[src/rtl/colorled_pkg.sv]
// Shared constants, state encodings and tick-divider helpers for the
// colour-LED pattern controller.
package colorled_pkg;

  localparam logic [1:0] MODE_OFF   = 2'd0;
  localparam logic [1:0] MODE_ON    = 2'd1;
  localparam logic [1:0] MODE_BLINK = 2'd2;
  localparam logic [1:0] MODE_BURST = 2'd3;

  typedef enum logic [1:0] {
    S_OFF,
    S_ON_PH,
    S_OFF_PH,
    S_TOG
  } state_e;

  // Sub-steps of the three-cycle toggle primitive driven from S_TOG.
  typedef enum logic [1:0] {
    TOG_ARM,
    TOG_FALL,
    TOG_DONE
  } tog_step_e;

  localparam int unsigned TICK_DIV_MIN = 4;

  function automatic int unsigned calc_tick_div(input int unsigned clk_hz,
                                                input int unsigned tick_hz);
    return clk_hz / tick_hz;
  endfunction

  function automatic bit tick_div_ok(input int unsigned div);
    return div >= TICK_DIV_MIN;
  endfunction

endpackage

[src/rtl/colorled_tick_gen.sv]
// Free-running prescaler: one-cycle o_tick pulse every DIV clocks.
module colorled_tick_gen
  import colorled_pkg::*;
#(
  parameter int unsigned DIV = 10
) (
  input  logic clk,
  input  logic aresetn,
  output logic o_tick
);

  localparam int unsigned W = (DIV > 1) ? $clog2(DIV) : 1;
  localparam logic [W-1:0] LAST = W'(DIV - 1);

  if (!tick_div_ok(DIV)) begin : g_div_check
    $error("colorled_tick_gen: DIV must be at least %0d", TICK_DIV_MIN);
  end

  logic [W-1:0] cnt_q;
  logic [W-1:0] cnt_d;

  assign cnt_d  = (cnt_q == LAST) ? '0 : cnt_q + W'(1);
  assign o_tick = (cnt_q == LAST);

  // NOTE: registers are updated with non-blocking assignments so every
  // flop samples the pre-edge value of its inputs, independent of order.
  always_ff @(posedge clk or negedge aresetn) begin
    if (!aresetn) begin
      cnt_q <= '0;
    end else begin
      cnt_q <= cnt_d;
    end
  end

endmodule

[src/rtl/colorled_blink_ctrl.sv]
// Pattern controller for the colour-LED toggle stage: keeps a shadow of the
// LED state and issues enable/sync toggle primitives for OFF/ON/BLINK/BURST.
module colorled_blink_ctrl
  import colorled_pkg::*;
#(
  parameter int unsigned CLK_HZ  = 50_000_000,
  parameter int unsigned TICK_HZ = 1000,
  parameter int          CNT_W   = 16
) (
  input  logic             clk,
  input  logic             aresetn,
  input  logic [1:0]       i_mode,
  input  logic [CNT_W-1:0] i_on_ms,
  input  logic [CNT_W-1:0] i_off_ms,
  input  logic [3:0]       i_burst_n,
  input  logic             i_start,
  output logic             o_enable_colorled,
  output logic             o_syncing_colLED,
  output logic             o_led_on,
  output logic             o_busy
);

  localparam int unsigned TICK_DIV = calc_tick_div(CLK_HZ, TICK_HZ);
  localparam logic [CNT_W-1:0] PER_ONE = CNT_W'(1);

  logic tick;

  colorled_tick_gen #(
    .DIV(TICK_DIV)
  ) u_tick_gen (
    .clk    (clk),
    .aresetn(aresetn),
    .o_tick (tick)
  );

  state_e           state_q;
  state_e           tgt_q;
  tog_step_e        step_q;
  logic [1:0]       mode_q;
  logic [CNT_W-1:0] cnt_q;
  logic [CNT_W-1:0] per_q;
  logic [3:0]       burst_q;
  logic             en_q;
  logic             sync_q;
  logic             led_q;
  logic             busy_q;

  logic [CNT_W-1:0] on_per;
  logic [CNT_W-1:0] off_per;
  logic [CNT_W-1:0] cnt_inc;
  logic [CNT_W-1:0] cnt_first;
  logic             mode_chg;
  logic             burst_mode;
  logic             run_pattern;
  logic             want_lit;
  logic             start_ok;
  logic             phase_done;

  assign on_per     = (i_on_ms  == '0) ? PER_ONE : i_on_ms;
  assign off_per    = (i_off_ms == '0) ? PER_ONE : i_off_ms;
  assign cnt_inc    = cnt_q + CNT_W'(tick);
  // A tick landing on a phase-entry edge already belongs to the new phase.
  assign cnt_first  = CNT_W'(tick);
  assign phase_done = (cnt_q >= per_q);

  assign mode_chg    = (i_mode != mode_q);
  assign burst_mode  = (i_mode == MODE_BURST);
  assign run_pattern = (i_mode == MODE_BLINK) || (burst_mode && busy_q && !mode_chg);
  assign want_lit    = (i_mode == MODE_ON);
  assign start_ok    = burst_mode && !mode_chg && !busy_q && i_start && (i_burst_n != 4'd0);

  always_ff @(posedge clk or negedge aresetn) begin
    if (!aresetn) begin
      state_q <= S_OFF;
      tgt_q   <= S_OFF;
      step_q  <= TOG_ARM;
      mode_q  <= MODE_OFF;
      cnt_q   <= '0;
      per_q   <= PER_ONE;
      burst_q <= 4'd0;
      en_q    <= 1'b0;
      sync_q  <= 1'b0;
      led_q   <= 1'b0;
      busy_q  <= 1'b0;
    end else if (state_q == S_TOG) begin
      // Mode changes wait here until the primitive has fully completed.
      cnt_q <= cnt_inc;
      unique case (step_q)
        TOG_ARM: begin
          en_q   <= 1'b1;
          sync_q <= 1'b1;
          step_q <= TOG_FALL;
        end
        TOG_FALL: begin
          en_q   <= 1'b0;
          led_q  <= ~led_q;
          step_q <= TOG_DONE;
        end
        default: begin
          sync_q  <= 1'b0;
          step_q  <= TOG_ARM;
          state_q <= tgt_q;
        end
      endcase
    end else begin
      mode_q <= i_mode;
      if (mode_chg) begin
        busy_q  <= 1'b0;
        burst_q <= 4'd0;
      end

      if (run_pattern) begin
        if (mode_chg || (state_q == S_OFF)) begin
          per_q <= on_per;
          cnt_q <= cnt_first;
          if (led_q) begin
            state_q <= S_ON_PH;
          end else begin
            tgt_q   <= S_ON_PH;
            state_q <= S_TOG;
          end
        end else if (!phase_done) begin
          cnt_q <= cnt_inc;
        end else if (state_q == S_ON_PH) begin
          per_q   <= off_per;
          cnt_q   <= cnt_first;
          tgt_q   <= S_OFF_PH;
          state_q <= S_TOG;
        end else if (burst_mode && (burst_q <= 4'd1)) begin
          state_q <= S_OFF;
          busy_q  <= 1'b0;
          burst_q <= 4'd0;
          cnt_q   <= '0;
        end else begin
          per_q   <= on_per;
          cnt_q   <= cnt_first;
          tgt_q   <= S_ON_PH;
          state_q <= S_TOG;
          if (burst_mode) begin
            burst_q <= burst_q - 4'd1;
          end
        end
      end else begin
        // Static levels (OFF, ON, idle BURST): steer the shadow to the target.
        cnt_q <= '0;
        if (led_q != want_lit) begin
          tgt_q   <= want_lit ? S_ON_PH : S_OFF;
          state_q <= S_TOG;
        end else if (start_ok) begin
          busy_q  <= 1'b1;
          burst_q <= i_burst_n;
          per_q   <= on_per;
          cnt_q   <= cnt_first;
          tgt_q   <= S_ON_PH;
          state_q <= S_TOG;
        end else begin
          state_q <= want_lit ? S_ON_PH : S_OFF;
        end
      end
    end
  end

  assign o_enable_colorled = en_q;
  assign o_syncing_colLED  = sync_q;
  assign o_led_on          = led_q;
  assign o_busy            = busy_q;

endmodule

[config.mk]
export PLATFORM = sky130hd
export DESIGN_NAME = colorled_blink_ctrl
export DESIGN_NICKNAME = d
export VERILOG_FILES = /design/src/rtl/colorled_pkg.sv /design/src/rtl/colorled_tick_gen.sv /design/src/rtl/colorled_blink_ctrl.sv
export SDC_FILE = /design/constraint.sdc
export NUM_CORES = 1
export LEC_CHECK = 0
export ABC_AREA = 1
export CORE_MARGIN = 2
export CORE_UTILIZATION = 35
export CTS_BUF_LIST = sky130_fd_sc_hd__clkbuf_4 sky130_fd_sc_hd__clkbuf_8
export DETAILED_ROUTE_END_ITERATION = 6
export PLACE_DENSITY_LB_ADDON = 0.25
export SLEW_MARGIN = 30
export SYNTH_ARGS = -nofsm -noshare
export SYNTH_HDL_FRONTEND = slang
export SYNTH_SLANG_ARGS = --single-unit
[constraint.sdc]
create_clock -name clk -period 4.5 [get_ports clk]
set_clock_uncertainty 0.05 [all_clocks]
set_input_delay 0.9 -clock clk [delete_from_list [all_inputs] [get_ports clk]]
set_output_delay 0.9 -clock clk [all_outputs]
set_load 0.005 [all_outputs]
==> run_results.csv, run 1 <==
group,metric,value,unit
detailed_routing,drcViolationCount,0,
clock_tree,cts_setup_buffers,0,
yosys,ys_ff_latch,64,
yosys,yosysSeqAreaShare,0.375,
detailed_routing,first_iter_violations,127,
layout,multiInputGateArea,2250,um^2
timing,hold_viol_final,0,
worst_hold_path,min_path_cells,1,
setup_path,worstReg2RegEnd,"cnt_q[12]$_DFF_PN0_",
timing,relSlewSlack,0.518,
setup_path,critical_path_class,"primary input to register",
detailed_routing,wirelength,9220,um
power_and_ir_drop,ir_drop,0.193,mV
yosys,syn_nets,630,
detailed_routing,wire_per_inst,12.1,um
grt,antenna_found_initial,0,
setup_path,required,4.66,ns
yosys,synthArstFlopShare,1.00,
power_and_ir_drop,p_total,0.00203,W
detailed_routing,ant_nets,0,
setup_path,crit_top_cell,"inv_1",
detailed_routing,viasPerCell,4.89,
yosys,synthSimpleGateAreaFrac,0.336,
yosys,synth.cell_area,4270,um^2
setup_path,r2r_start,"u_tick_gen.cnt_q[0]$_DFF_PN0_",
setup_path,rrSetupSlack,1.57,ns
layout,final_nets,676,
setup_path,slowest_stage,"clkdlybuf4s50_1",
timing,fin_tns_setup,0,ns
yosys,synth_mux_area_frac,0,
die,die_w,115,um
timing,rsz0062_at_grt,"no",
layout,regArea,1600,um^2
clock_tree,cts.htree.levels,3,
layout,drive_gt1_frac,0.123,
timing,tightest_slew,0.716,ns
status,status,"completed",
layout,area_growth,17.5,%
die,die_area,13100,um^2
detailed_routing,firstDrtPassIters,4,
detailed_routing,met3_length,328,um
setup_path,arrival,3.23,ns
detailed_routing,wl_met2,4180,um
placed_design,dp_hpwl,7180,um
die,core,12000,um^2
clock_tree,cts_root_buf,"clkbuf_8",
setup_path,max_stage_delay,0.52,ns
yosys,synth_area_leaders,"dfrtp_1, nand2_1, inv_1",
yosys,synth_top_family_by_area,"simple AND/OR/NAND/NOR gates",
timing,hold_slack,0.408,ns
worst_hold_path,holdPathEnd,"u_tick_gen.cnt_q[0]$_DFF_PN0_",
yosys,synth-compound-area-share,0.0989,
yosys,synth-main-ff-cell,"dfrtp_1",
timing,setup_viol,0,
yosys,yosys.area.top_type,"dfrtp_1",
clock_tree,cts_hold_buffers,0,
yosys,post-synth-top-count-cell,"nand2_1",
die,initial_core_util,0.357,
clock_tree,clock_sinks,64,
yosys,yosys_warnings,0,
timing,period_share,0.681,
die,die_h,115,um
timing,slew_violations,0,
yosys,synth_edf_count,0,
grt,grt_pass1_wl,16400,um
setup_path,worst_setup_path_start_kind,"primary input",
yosys,synth_top_area_share,0.369,
grt,grt_pass1_vias,3583,
grt,grt_max_degree,41,
power_and_ir_drop,p_per_area,403,nW/um^2
grt,track_usage,0.154,
yosys,synth.avg_cell_area,7.54,um^2
worst_hold_path,hold_class,"register to register",
clock_tree,clk_pin_slew,0.07,ns
setup_path,path_cells,"clkdlybuf4s50_1 -> inv_1 -> or2_2 -> ha_1 -> inv_1 -> nor3_4 -> nor2_2 -> nor2_4 -> nand2_4 -> nor2_1 -> a21oi_2",
yosys,synth_commonest_cells,"nand2_1, inv_1, dfrtp_1",
worst_hold_path,min_from,"u_tick_gen.cnt_q[0]$_DFF_PN0_",
die,rows,40,
clock_tree,cts-buffers-inserted,9,
setup_path,reg2reg_depth,17,
clock_tree,cts_tree,"yes",
detailed_routing,wl_met1,4550,um
setup_path,critPathCaptureType,"register",
detailed_routing,top_layer,"met4",
die,num_io_pins,45,
clock_tree,ctsLongestPathBuffers,2,
layout,fill_cells,1214,
yosys,synthAdderAreaFrac,0.0644,
power_and_ir_drop,p_leak,2.41,nW
yosys,syn_inst,567,
yosys,ys_types,41,
grt,grt-ovfl-total,0,
clock_tree,cts_resized,0,
timing,min_period,3.07,ns
placed_design,place.gp.congestion,0.861,
yosys,synth_xor_area_frac,0.0266,
placed_design,port_buffers,44,
layout,num_antenna_cells,0,
clock_tree,insertion_delay,0.34,ns
detailed_routing,via_count,3737,
timing,max_freq,326,MHz
flow_run,drv_cap,0,
setup_path,crit_path_max_fanout,32,
[how the worst max path moves through the flow]
stage                                        startpoint               endpoint  depth (start not counted)
after floorplan           u_tick_gen.cnt_q[0]$_DFF_PN0_    cnt_q[12]$_DFF_PN0_                         16
after global placement                        i_mode[0]  per_q[15]$_DFFE_PN0P_                         11
after detailed placement                      i_mode[0]  per_q[15]$_DFFE_PN0P_                         11
after CTS                                     i_mode[0]  per_q[15]$_DFFE_PN0P_                         11
after global routing                          i_mode[0]  per_q[15]$_DFFE_PN0P_                         11
final                                         i_mode[0]  per_q[15]$_DFFE_PN0P_                         11
[final cells by class]
cell class | count | share of cell area
clock buffers | 11 | 0.0289
clock inverters | 4 | 0.00897
inverters | 89 | 0.0680
multi-input cells | 403 | 0.448
flip-flops and latches | 64 | 0.319
well taps | 147 | 0.0366
repair buffers | 46 | 0.0902
[per-stage QoR]
stage / cells / worst slack, ns / utilization / cell area [um^2]
after floorplan: 567 / 1.83 / - / 4270
after global placement: 749 / 1.14 / 0.404 / 4830
after detailed placement: 749 / 1.08 / 0.404 / 4830
after CTS: 764 / 1.44 / 0.420 / 5020
after global routing: 764 / 1.25 / 0.420 / 5020
final: 764 / 1.43 / 0.420 / 5020
[registers in the layout, indices dropped and copies added, names as in the netlist]
register           count
o_led_on               1
o_enable_colorled      1
o_busy                 1
cnt_q                 16
burst_q                4
per_q                 16
step_q                 2
mode_q                 2
u_tick_gen.cnt_q      16
state_q                2
tgt_q                  2
o_syncing_colLED       1
[routing by layer]
metal	vias to the layer above	track usage
met5	-	0
met3	13	0.0265
li1	1928	-
met1	1724	0.210
met4	0	0.0610
met2	72	0.245
[cell usage in the layout, fill, tap and decap left out, drive strengths merged]
master           n
nand2          123
inv             88
nor2            77
dfrtp           63
nand3           50
clkdlybuf4s50   43
a21oi           38
ha              22
o21ai           21
nor3            18
nand4           15
nor4            11
clkbuf          11
xor2             8
xnor2            5
clkinv           4
or2              3
a31oi            3
buf              3
nor4b            1
a221oi           1
nor3b            1
a21o             1
o21bai           1
nand3b           1
a21boi           1
o22ai            1
o211ai           1
bufinv           1
dfstp            1
[worst max-delay path, delay by kind of cell]
| family | cells | cell delay, ns |
|---|---|---|
| AO/OA/AOI/OAI | 1 | 0.04 |
| AND/OR/NAND/NOR | 6 | 1.35 |
| buffers and inverters | 3 | 0.65 |
| adder cells (fa/ha/maj) | 1 | 0.28 |
[power breakdown]
group | switching, W | internal, W | total (W)
clock network | 0.000217 | 0.000271 | 0.000489
logic | 0.000476 | 0.000283 | 0.000759
registers | 0.0000689 | 0.000709 | 0.000777
total | 0.000762 | 0.00126 | 0.00203
[kinds of logic (layout without fill, tap and decap cells)]
logic type | Yosys count | in the layout
buffers and inverters | 100 | 150
XOR/XNOR | 13 | 13
AND/OR/NAND/NOR | 300 | 300
AO/OA/AOI/OAI | 68 | 68
flip-flops | 64 | 64
adder cells (fa/ha/maj) | 22 | 22
Power figures use the tool's default switching activity.
==> run 2: changes to the inputs <==
==> constraint.sdc (replaced) <==
create_clock -name clk -period 2.8 [get_ports clk]
set_clock_uncertainty 0.05 [all_clocks]
set_input_delay 0.56 -clock clk [delete_from_list [all_inputs] [get_ports clk]]
set_output_delay 0.56 -clock clk [all_outputs]
set_load 0.005 [all_outputs]
==> run 2 against run 1 <==
Compared with the run above: combinational power grew 69%; die area stayed put; clock-buffer cell count did not move; register-to-register slack worse by 1.4 ns.
==> run_results.csv, run 2 (synthesis gave the netlist of run 1 again) <==
group,metric,value,unit
power_and_ir_drop,p_leak,2.54,nW
layout,final_cell_mix,"nand2_1, inv_1, dfrtp_1",
layout,final_common_cell,"nand2_1",
clock_tree,cts-buffers-inserted,9,
detailed_routing,first_iter_violations,129,
power_and_ir_drop,power_frac_comb,0.362,
grt,grt-ovfl-total,0,
layout,area_growth,24.2,%
clock_tree,cts.htree.levels,3,
die,die_w,115,um
die,num_io_pins,45,
clock_tree,insertion_delay,0.35,ns
layout,drive_gt1_frac,0.172,
flow_run,drv_cap,0,
power_and_ir_drop,power_frac_clock,0.284,
detailed_routing,ant_nets,0,
timing,period_share,0.929,
die,initial_core_util,0.357,
grt,grt_max_degree,25,
timing,max_freq,384,MHz
power_and_ir_drop,p_int,0.00228,W
detailed_routing,drcViolationCount,0,
setup_path,required,2.98,ns
clock_tree,cts_hold_buffers,0,
timing,relSlewSlack,0.500,
layout,num_antenna_cells,0,
power_and_ir_drop,switching_power,0.00125,W
timing,hold_slack,0.138,ns
die,core,12000,um^2
die,die_h,115,um
setup_path,crit_path_max_fanout,4,
layout,top_regs,"cnt_q x16, per_q x16, u_tick_gen.cnt_q x16",
power_and_ir_drop,seqPwrFrac,0.353,
setup_path,critical_path_class,"register to register",
placed_design,place.gp.congestion,0.868,
detailed_routing,wire_per_inst,12.2,um
die,rows,40,
grt,track_usage,0.157,
detailed_routing,firstDrtPassIters,4,
clock_tree,clk_pin_slew,0.07,ns
die,die_area,13100,um^2
grt,antenna_found_initial,0,
timing,min_period,2.60,ns
placed_design,dp_hpwl,7470,um
clock_tree,cts_tree,"yes",
timing,slew_violations,0,
placed_design,placed_cell_area,4970,um^2
grt,grt_pass1_wl,16600,um
setup_path,critPathCaptureType,"register",
detailed_routing,via_count,3826,
layout,fin_area,5310,um^2
layout,finish.utilization,0.444,
setup_path,arrival,2.78,ns
clock_tree,cts_root_buf,"clkbuf_8",
power_and_ir_drop,ir_drop,0.388,mV
setup_path,worst_setup_path_start_kind,"register",
placed_design,port_buffers,44,
layout,final_nets,697,
detailed_routing,viasPerCell,4.87,
clock_tree,ctsLongestPathBuffers,2,
power_and_ir_drop,p_per_area,666,nW/um^2
detailed_routing,wirelength,9620,um
status,status,"completed",
power_and_ir_drop,netSwitchingFraction,0.355,
timing,tightest_slew,0.743,ns
clock_tree,clock_sinks,64,
timing,setup_viol,0,
worst_hold_path,hold_class,"primary input to asynchronous set/reset pin",
grt,grt_pass1_vias,3769,
timing,hold_viol_final,0,
run 2: power groups by stage:
| stage | logic, W | clock network (W) | registers (W) |
|---|---|---|---|
| floorplan | 0.000915 | 0 | 0.00124 |
| global placement | 0.00125 | 0 | 0.00126 |
| detailed placement | 0.00129 | 0 | 0.00127 |
| CTS | 0.00129 | 0.00103 | 0.00125 |
| global route | 0.00148 | 0.00107 | 0.00128 |
| finish | 0.00128 | 0.00100 | 0.00125 |
run 2: what timing repair did:
| action | in CTS | in global routing |
|---|---|---|
| gates resized for setup | 0 | 16 |
| endpoints found under the hold margin | 0 | 0 |
| setup endpoints to repair | 0 | 5 |
| buffers inserted | 0 | 4 |
run 2: layer usage:
| metal | vias to the layer above | part of all wire | track usage |
|---|---|---|---|
| met5 | - | 0 | 0 |
| met4 | 0 | 0.028 | 0.0724 |
| met3 | 22 | 0.038 | 0.0307 |
| met2 | 85 | 0.46 | 0.254 |
| met1 | 1735 | 0.48 | 0.202 |
| li1 | 1984 | - | - |
run 2: final cells by class:
cell class / instances / area (um^2)
tap: 147 / 184
fill: 1162 / 6650
multi-input combinational: 403 / 2300
clock inverter: 5 / 103
timing repair buffer: 67 / 621
sequential: 64 / 1600
clock buffer: 11 / 151
inverter: 89 / 342
run 2: final timing paths:
check | slack [ns] | cells after the start | startpoint | to
min in group clk | 0.43 | 2 | o_enable_colorled$_DFFE_PN0P_ | o_enable_colorled$_DFFE_PN0P_
min reg2reg | 0.43 | 2 | o_enable_colorled$_DFFE_PN0P_ | o_enable_colorled$_DFFE_PN0P_
min | 0.14 | 1 | aresetn | u_tick_gen.cnt_q[11]$_DFF_PN0_
max reg2reg | 0.20 | 16 | u_tick_gen.cnt_q[0]$_DFF_PN0_ | cnt_q[12]$_DFF_PN0_
max in group asynchronous | 1.79 | 2 | aresetn | per_q[0]$_DFFE_PN1P_
max | 0.20 | 16 | u_tick_gen.cnt_q[0]$_DFF_PN0_ | cnt_q[12]$_DFF_PN0_
run 2: worst max-delay path, stage by stage (launching register included):
cell and delay [ns]:
dfrtp_1 0.37, ha_2 0.19, nand3_2 0.07, inv_2 0.06, nand3_1 0.07, nor3_2 0.23, ha_2 0.22, ha_2 0.18
nand4_1 0.14, nor2_2 0.17, nand2_2 0.09, nor2_4 0.12, nand3_2 0.10, nor2_4 0.15, nand2_1 0.08, xor2_1 0.13
nor2_1 0.05
run 2: stage by stage:
stage	power, W	setup TNS (ns)	instances	setup slack (ns)
floorplan	0.00216	0	567	0.130
global placement	0.00251	0	766	0.0923
detailed placement	0.00255	0	766	0.0693
CTS	0.00357	0	782	0.0926
global route	0.00383	-0.0541	786	-0.0301
finish	0.00354	0	786	0.198
